===== config.mk =====
export PLATFORM = sky130hd
export DESIGN_NAME = fifo_wptr_full_flat
export DESIGN_NICKNAME = d
export VERILOG_FILES = /design/src/rtl/fifo_wptr_full_if.sv /design/src/rtl/fifo_wptr_full.sv /design/src/flat_wrapper.sv
export SDC_FILE = /design/constraint.sdc
export NUM_CORES = 1
export LEC_CHECK = 0
export CAP_MARGIN = 20
export CORE_ASPECT_RATIO = 1.25
export CORE_MARGIN = 2
export CORE_UTILIZATION = 30
export DETAILED_ROUTE_END_ITERATION = 6
export PLACE_DENSITY_LB_ADDON = 0.12
export RECOVER_POWER = 50
export REMOVE_ABC_BUFFERS = 1
export SLEW_MARGIN = 20
export SYNTH_ARGS = -nofsm -noshare
export SYNTH_HDL_FRONTEND = slang
export SYNTH_SLANG_ARGS = --single-unit

===== constraint.sdc =====
create_clock -name clk -period 2.94 [get_ports clk]
set_clock_uncertainty 0.15 [all_clocks]
set_input_delay 0.294 -clock clk [delete_from_list [all_inputs] [get_ports clk]]
set_output_delay 0.294 -clock clk [all_outputs]
set_load 0.02 [all_outputs]

===== src/rtl/fifo_wptr_full_if.sv =====
// fifo_wptr_full_if
// Write-side bundle between the producer, the FIFO write-pointer/full logic
// and the write port of the dual-port memory.
//
//   wr_en        producer write request
//   rptr_sync    Gray read pointer, already synchronized into the write clock
//   wr_accept    memory write enable (wr_en qualified by ~full)
//   waddr        memory write address
//   wptr         registered Gray write pointer for the read-side synchronizer
//   full         registered full flag
//   almost_full  registered almost-full flag
//   wr_level     registered occupancy estimate, 0..2**ADDR_WIDTH
//
// Optional, when FIFO_WR_OVERFLOW_FLAG_EN is defined:
//   ovf_clr      clears the sticky overflow flag
//   overflow     sticky flag, set by a write request while full
//
// Modports: master = producer / environment side, slave = fifo_wptr_full.

interface fifo_wptr_full_if #(
  parameter int ADDR_WIDTH = 4
);
  logic                  wr_en;
  logic [ADDR_WIDTH:0]   rptr_sync;
  logic                  wr_accept;
  logic [ADDR_WIDTH-1:0] waddr;
  logic [ADDR_WIDTH:0]   wptr;
  logic                  full;
  logic                  almost_full;
  logic [ADDR_WIDTH:0]   wr_level;
`ifdef FIFO_WR_OVERFLOW_FLAG_EN
  logic                  ovf_clr;
  logic                  overflow;
`endif

`ifdef FIFO_WR_OVERFLOW_FLAG_EN
  modport master (
    output wr_en,
    output rptr_sync,
    output ovf_clr,
    input  wr_accept,
    input  waddr,
    input  wptr,
    input  full,
    input  almost_full,
    input  wr_level,
    input  overflow
  );

  modport slave (
    input  wr_en,
    input  rptr_sync,
    input  ovf_clr,
    output wr_accept,
    output waddr,
    output wptr,
    output full,
    output almost_full,
    output wr_level,
    output overflow
  );
`else
  modport master (
    output wr_en,
    output rptr_sync,
    input  wr_accept,
    input  waddr,
    input  wptr,
    input  full,
    input  almost_full,
    input  wr_level
  );

  modport slave (
    input  wr_en,
    input  rptr_sync,
    output wr_accept,
    output waddr,
    output wptr,
    output full,
    output almost_full,
    output wr_level
  );
`endif

endinterface


===== src/rtl/fifo_wptr_full.sv =====
// fifo_wptr_full
// Write-domain pointer and full-flag generator for an asynchronous FIFO.
// Keeps a binary write pointer that advances on accepted writes, drives the
// memory write address/enable, publishes the registered Gray write pointer
// for the read-side synchronizer, and compares against the synchronized read
// pointer to produce full, almost_full and a fill-level estimate.
//
// Ports:
//   clk    write-domain clock
//   rst_n  asynchronous active-low reset
//   bus    fifo_wptr_full_if.slave (wr_en, rptr_sync in; wr_accept, waddr,
//          wptr, full, almost_full, wr_level out)
//
// Parameters:
//   ADDR_WIDTH          memory address width, depth = 2**ADDR_WIDTH
//   ALMOST_FULL_THRESH  almost_full when free entries <= this (1..depth-1)
//
// Optional feature: define FIFO_WR_OVERFLOW_FLAG_EN to add bus.ovf_clr and
// the sticky bus.overflow flag.

module fifo_wptr_full #(
  parameter int ADDR_WIDTH         = 4,
  parameter int ALMOST_FULL_THRESH = 2
) (
  input logic               clk,
  input logic               rst_n,
  fifo_wptr_full_if.slave   bus
);

  localparam int PW    = ADDR_WIDTH + 1;
  localparam int DEPTH = 1 << ADDR_WIDTH;

  // Full when the write pointer is exactly one lap ahead of the read pointer:
  // in Gray code that means the two MSBs differ and the rest match.
  localparam logic [PW-1:0] FULL_MASK = PW'(3) << (ADDR_WIDTH - 1);

  // Occupancy at and above which almost_full is raised.
  localparam logic [PW-1:0] AF_LEVEL  = PW'(DEPTH - ALMOST_FULL_THRESH);

  logic [PW-1:0] wbin_q,        wbin_d;
  logic [PW-1:0] wptr_q,        wptr_d;
  logic          full_q,        full_d;
  logic          almost_full_q, almost_full_d;
  logic [PW-1:0] wr_level_q,    wr_level_d;

  logic          wr_accept;
  logic [PW-1:0] rbin_s;

  // Gray to binary: each binary bit is the XOR of all Gray bits at or above it.
  always_comb begin
    rbin_s = '0;
    for (int i = 0; i < PW; i++) begin
      rbin_s[i] = ^(bus.rptr_sync >> i);
    end
  end

  // Pointer advance, new read pointer and flag computation are all folded
  // into one next-state evaluation, so a write and a read-pointer update in
  // the same cycle need no priority.
  always_comb begin
    wr_accept     = bus.wr_en & ~full_q;
    wbin_d        = wbin_q + PW'(wr_accept);
    wptr_d        = wbin_d ^ (wbin_d >> 1);
    full_d        = (wptr_d == (bus.rptr_sync ^ FULL_MASK));
    wr_level_d    = wbin_d - rbin_s;
    almost_full_d = (wr_level_d >= AF_LEVEL);
  end

  always_ff @(posedge clk or negedge rst_n) begin
    if (!rst_n) begin
      wbin_q        <= '0;
      wptr_q        <= '0;
      full_q        <= 1'b0;
      almost_full_q <= 1'b0;
      wr_level_q    <= '0;
    end else begin
      wbin_q        <= wbin_d;
      wptr_q        <= wptr_d;
      full_q        <= full_d;
      almost_full_q <= almost_full_d;
      wr_level_q    <= wr_level_d;
    end
  end

  assign bus.wr_accept   = wr_accept;
  assign bus.waddr       = wbin_q[ADDR_WIDTH-1:0];
  assign bus.wptr        = wptr_q;
  assign bus.full        = full_q;
  assign bus.almost_full = almost_full_q;
  assign bus.wr_level    = wr_level_q;

`ifdef FIFO_WR_OVERFLOW_FLAG_EN
  logic overflow_q, overflow_d;

  // Sticky; a new overflow in the clearing cycle must not be lost, so set
  // takes precedence over clear.
  always_comb begin
    overflow_d = overflow_q;
    if (bus.wr_en && full_q) begin
      overflow_d = 1'b1;
    end else if (bus.ovf_clr) begin
      overflow_d = 1'b0;
    end
  end

  always_ff @(posedge clk or negedge rst_n) begin
    if (!rst_n) begin
      overflow_q <= 1'b0;
    end else begin
      overflow_q <= overflow_d;
    end
  end

  assign bus.overflow = overflow_q;
`endif

endmodule


===== src/flat_wrapper.sv =====
// flat-port wrapper written by rule: the top's interface ports become plain ports
module fifo_wptr_full_flat 
#(
  parameter int ADDR_WIDTH         = 4,
  parameter int ALMOST_FULL_THRESH = 2
)
  (clk, rst_n, bus_wr_en, bus_rptr_sync, bus_wr_accept, bus_waddr, bus_wptr, bus_full, bus_almost_full, bus_wr_level);
  fifo_wptr_full_if #(.ADDR_WIDTH(ADDR_WIDTH)) bus_i ();
  input logic clk;
  input logic rst_n;
  input wire logic [$bits(bus_i.wr_en)-1:0] bus_wr_en;
  input wire logic [$bits(bus_i.rptr_sync)-1:0] bus_rptr_sync;
  output wire logic [$bits(bus_i.wr_accept)-1:0] bus_wr_accept;
  output wire logic [$bits(bus_i.waddr)-1:0] bus_waddr;
  output wire logic [$bits(bus_i.wptr)-1:0] bus_wptr;
  output wire logic [$bits(bus_i.full)-1:0] bus_full;
  output wire logic [$bits(bus_i.almost_full)-1:0] bus_almost_full;
  output wire logic [$bits(bus_i.wr_level)-1:0] bus_wr_level;
  assign bus_i.wr_en = bus_wr_en;
  assign bus_i.rptr_sync = bus_rptr_sync;
  assign bus_wr_accept = bus_i.wr_accept;
  assign bus_waddr = bus_i.waddr;
  assign bus_wptr = bus_i.wptr;
  assign bus_full = bus_i.full;
  assign bus_almost_full = bus_i.almost_full;
  assign bus_wr_level = bus_i.wr_level;
  fifo_wptr_full #(.ADDR_WIDTH(ADDR_WIDTH), .ALMOST_FULL_THRESH(ALMOST_FULL_THRESH)) u_core (.clk(clk), .rst_n(rst_n), .bus(bus_i));
endmodule

* Yosys cells after proc, flatten, opt, wreduce, memory -nomap -nowiden
Cells that the tools add are included.
** Storage, ports and cells
- Output and inout port bits :: 17
- Word-level logic and storage cells :: 18
- Input port bits :: 8
- Register bits :: 17
** Operators by class
- Order comparisons :: 1
- Add/subtract/negate cells :: 2
- Eq/ne operators :: 1
- Reductions and logical operators :: 5
- Bitwise logic cells :: 4
** Operators with widths (count)
- XOR reduction 5 bit :: 5
- adder 5 x 1 -> 5 bit :: 1
- equality test 5 bit :: 1
- greater-or-equal comparator 5 x 4 -> 1 bit (second input constant) :: 1
- subtractor 5 bit :: 1
- bitwise XOR 5 x 4 -> 5 bit :: 1
- inverter 2 bit :: 1
- bitwise AND 1 bit :: 1
- inverter 1 bit :: 1

* Longest topological paths before layout
- Word-level depth :: 5
- Mapped depth :: 10
- Depth with buffers taken out :: 10

* Worst setup path before layout
No wires, ideal clock.
- Path kind :: flip-flop to flip-flop
- Start :: register u_core.full_q, in the netlist u_core.bus.full
- End :: register u_core.almost_full_q, in the netlist u_core.bus.almost_full
- Buffers on the path :: 0
- Period minus slack after synthesis :: 2.864 ns
- Cell stages (with the launch flop) :: 10
- Path slack :: 0.076 ns
- Data arrival time :: 2.578 ns
- Cell sequence :: dfrtp_1 > nor2b_1 > ha_1 > ha_1 > xor2_1 > ha_1 > nor2b_1 > o21ai_0 > a311o_1 > o211ai_2
** On the way
- Longest elaborated chain between the ends :: 5
** Ends and longest elaborated chain
- start: declaration :: line fifo_wptr_full.sv:42 : logic full_q, full_d;
- start signal: assignment :: line fifo_wptr_full.sv:79 : full_q <= full_d;
- inverter 1 bit :: line fifo_wptr_full.sv:61 : wr_accept = bus.wr_en & ~full_q;
- bitwise AND 1 bit :: line fifo_wptr_full.sv:61
- net bus_wr_accept :: line flat_wrapper.sv:13 : output wire logic [$bits(bus_i.wr_accept)-1:0] bus_wr_accept;
- adder 5 x 1 -> 5 bit :: line fifo_wptr_full.sv:62 : wbin_d = wbin_q + PW'(wr_accept);
- net u_core.wbin_d[2] :: line fifo_wptr_full.sv:40 : logic [PW-1:0] wbin_q, wbin_d;
- subtractor 5 bit :: line fifo_wptr_full.sv:65 : wr_level_d = wbin_d - rbin_s;
- greater-or-equal comparator 5 x 4 -> 1 bit :: line fifo_wptr_full.sv:66 : almost_full_d = (wr_level_d >= AF_LEVEL);
- net u_core.almost_full_d :: line fifo_wptr_full.sv:43 : logic almost_full_q, almost_full_d;
- end signal: assignment :: line fifo_wptr_full.sv:80 : almost_full_q <= almost_full_d;
- end: declaration :: line fifo_wptr_full.sv:43
The timed path passes the listed nets, and every way through them passes these cells.

* Worst setup path in the final report
- Start :: input bus_rptr_sync[4]
- End :: register u_core.almost_full_q, in the netlist u_core.bus.almost_full
** On the way
- Longest elaborated chain between the ends :: 3
** Ends and longest elaborated chain
- start: declaration :: line flat_wrapper.sv:12 : input wire logic [$bits(bus_i.rptr_sync)-1:0] bus_rptr_sync;
- XOR reduction 5 bit :: line fifo_wptr_full.sv:53 : rbin_s[i] = ^(bus.rptr_sync >> i);
- subtractor 5 bit (*) :: line fifo_wptr_full.sv:65
- greater-or-equal comparator 5 x 4 -> 1 bit (*) :: line fifo_wptr_full.sv:66
- net u_core.almost_full_d :: line fifo_wptr_full.sv:43
Mark *: on every way through the listed nets, which the timed path passes. The rest lies on a longest branch.

==> flow_summary.json <==
{
  "post-route-drc-count": 0,
  "synth_ff_type": "dfrtp_1",
  "die_w_um": 52.36,
  "initial_core_util_pct": 32.10,
  "start_kind": "input pin",
  "setup_viol": 0,
  "p_per_area_nw_per_um2": 1292,
  "clock.fmax_mhz": 358.4,
  "cts_tree": "yes",
  "dr_total_vias": 633,
  "gp_congestion": 0.7501,
  "synth-seq-area-share_pct": 45.65,
  "cp.required_ns": 3.00,
  "setup_slack_ns": 0.1499,
  "p_clk_share_pct": 7.0,
  "cts-htree-levels": 1,
  "yosys.area.top_type": "dfrtp_1",
  "firstDrtPassIters": 4,
  "grtUsageTotal_pct": 11.96,
  "max_cap_violations": 0,
  "combPwrFrac_pct": 68.2,
  "synth_edf_count": 0,
  "r2r_setup_slack_ns": 0.43,
  "grt_max_degree": 17,
  "regArea_sq_um": 400.4,
  "hp-class": "input pin to asynchronous set/reset pin",
  "overflow": 0,
  "hold_buffers": 0,
  "crit_type": "input pin to flop",
  "whs_ns": 0.3546,
  "rsz0062_at_grt": "false",
  "cp_slowest_stage_delay_ns": 0.53,
  "yosysTopAreaCellShare_pct": 45.65,
  "synth-async-reset-ratio_pct": 100.0,
  "rows": 21,
  "final_layout_size_suffix_gt1_share_pct": 17.12,
  "path_clk_slew_ns": 0.09,
  "core_area_sq_um": 2733,
  "period_minus_slack_ns": 2.790,
  "cts.sinks": 16,
  "cts_setup_buffers": 0,
  "syn_area_sq_um": 877.1,
  "finalCoreUtilization_pct": 46.57,
  "cp_top_family": "XOR/XNOR gates",
  "crit_path_end_kind": "flop",
  "fill_cells": 283,
  "power_leakage_nw": 0.5755,
  "cts_resized": 0,
  "p_seq_share_pct": 24.8,
  "finalPower_mw": 1.644,
  "ys_top_cells_by_count": "16 x dfrtp_1, 11 x xnor2_1, 8 x inv_1",
  "worst-path-max-fanout": 2,
  "clk_latency_ns": 0.28,
  "crit_slowest_cell": "clkdlybuf4s50_1",
  "cts_buffers": 3,
  "maxSlewHeadroom_pct": 50.93,
  "wl_mm": 1.685,
  "cts_buffer_depth": 2,
  "syn_to_final_growth_pct": 45.08,
  "crit_buf_inv": 1,
  "hpwl_mm": 1.374,
  "cts_root_buffer": "clkbuf_4",
  "synth-seq-cells": 16,
  "irDropWorstVdd_uv": 646.8,
  "yosysMostFrequentCell": "dfrtp_1",
  "die_area_sq_um": 3375,
  "multi_input_area_sq_um": 461.7,
  "io_pins": 25,
  "final_max_slew_viol_count": 0,
  "cp_data_arrival_time_ns": 2.85,
  "fin_crit_sh_pct": 94.90,
  "switching_share_pct": 42.26,
  "antenna_found_initial": 0,
  "io_buffer_count": 24,
  "dp_slack_ns": -0.2486,
  "syn-instance-count": 73,
  "p_switching_mw": 0.6945,
  "first_global_vias": 709,
  "status": "finished, final reports clean",
  "final_nets": 127,
  "drt_iter0_markers": 3,
  "wire_per_inst_um": 11.62,
  "ys_types": 23,
  "die_h_um": 64.46,
  "hold_viol": 0,
  "antenna_cells": 0,
  "synth.avg_cell_area_sq_um": 12.01,
  "synth_area_leaders": "dfrtp_1 46%, xnor2_1 11%, ha_1 7.1%",
  "grt_pass1_wl_mm": 2.967,
  "antenna_left": 0,
  "tightestPinTransition_ns": 0.7336,
  "crit_chain": "clkdlybuf4s50_1 > xor2_2 > xnor2_2 > xor2_1 > xnor2_1 > ha_1 > fa_1 > nor2b_1 > o21ai_0 > a311o_1 > o211ai_2",
  "yosysWarningCount": 0,
  "p_int_mw": 0.9491,
  "routed_via_density": 4.366
}
## power groups by stage
stage	clock network (mW)	logic, mW	registers, mW
6_report	0.114	1.12	0.408
5_1_grt	0.132	1.23	0.426
4_1_cts	0.125	1.18	0.414
3_5_place_dp	0	1.17	0.418
3_3_place_gp	0	1.16	0.417
2_1_floorplan	0	0.572	0.554
## per-layer routing
metal / up-vias / wire [um] / global-route usage, %
li1: 315 / - / -
met2: 17 / 871 / 20.00
met1: 299 / 704 / 13.46
met3: 2 / 90 / 2.995
met4: 0 / 19 / 6.731
met5: - / 0 / 0
## sequential cells by signal, indices dropped and copies added, names as in the netlist
| name | cells |
|---|---|
| u_core.bus.wr_level | 5 |
| u_core.wbin_q | 5 |
| u_core.bus.wptr | 4 |
| u_core.bus.almost_full | 1 |
| u_core.bus.full | 1 |
## logic make-up after synthesis
| group | synth area share (%) |
|---|---|
| AOI/OAI and AO/OA | 7.703 |
| xor gates and xnor gates | 25.11 |
| adders and majority gates | 9.415 |
| buffers and inverters | 3.424 |
| DFF | 45.65 |
| and+or+nand+nor | 8.700 |
## layout by cell type (no fill, tap or decap), drive strengths merged, types with 2 or more instances in the layout
cell type	n
buf	9
clkbuf	5
clkdlybuf4s50	17
dfrtp	16
dlygate4sd3	7
ha	5
inv	8
nand2	4
nand3	4
nor2b	2
o211ai	2
o21ai	2
or3	2
xnor2	11
xor2	8
## path summary, 6_finish.rpt
path,cells after the start,startpoint,to
setup / recovery,11,bus_rptr_sync[4],u_core.bus.almost_full$_DFF_PN0_
hold reg to reg,1,u_core.wbin_q[4]$_DFF_PN0_,u_core.wbin_q[4]$_DFF_PN0_
min in group clk,1,u_core.wbin_q[4]$_DFF_PN0_,u_core.wbin_q[4]$_DFF_PN0_
max in group asynchronous,1,rst_n,u_core.wbin_q[0]$_DFF_PN0_
setup reg to reg,9,u_core.bus.full$_DFF_PN0_,u_core.bus.almost_full$_DFF_PN0_
hold / removal,1,rst_n,u_core.bus.wr_level[4]$_DFF_PN0_
## worst register-to-register path, cell delays in order, from the launching register on
cell,delay (ns)
dfrtp_1,0.39
nor2b_1,0.16
ha_1,0.23
ha_1,0.20
xor2_1,0.22
ha_1,0.31
nor2b_1,0.16
o21ai_0,0.22
a311o_1,0.25
o211ai_2,0.09
## cell type report
class	instances	area share [%]
well taps	34	3.343
clock buffers	3	1.770
repair buffers	35	24.78
multi-input cells	49	36.28
flip-flops and latches	16	31.47
inverters	8	2.360
## per-stage QoR
stage / area [sq um] / instances / TNS (ns)
after floorplan: 877.1 / 73 / 0
after global placement: 1242 / 142 / -0.3543
after detailed placement: 1242 / 142 / -0.4878
after CTS: 1265 / 145 / 0
after global routing: 1272 / 145 / 0
final: 1272 / 145 / 0
Note: power is estimated with default switching activity, not from simulation.
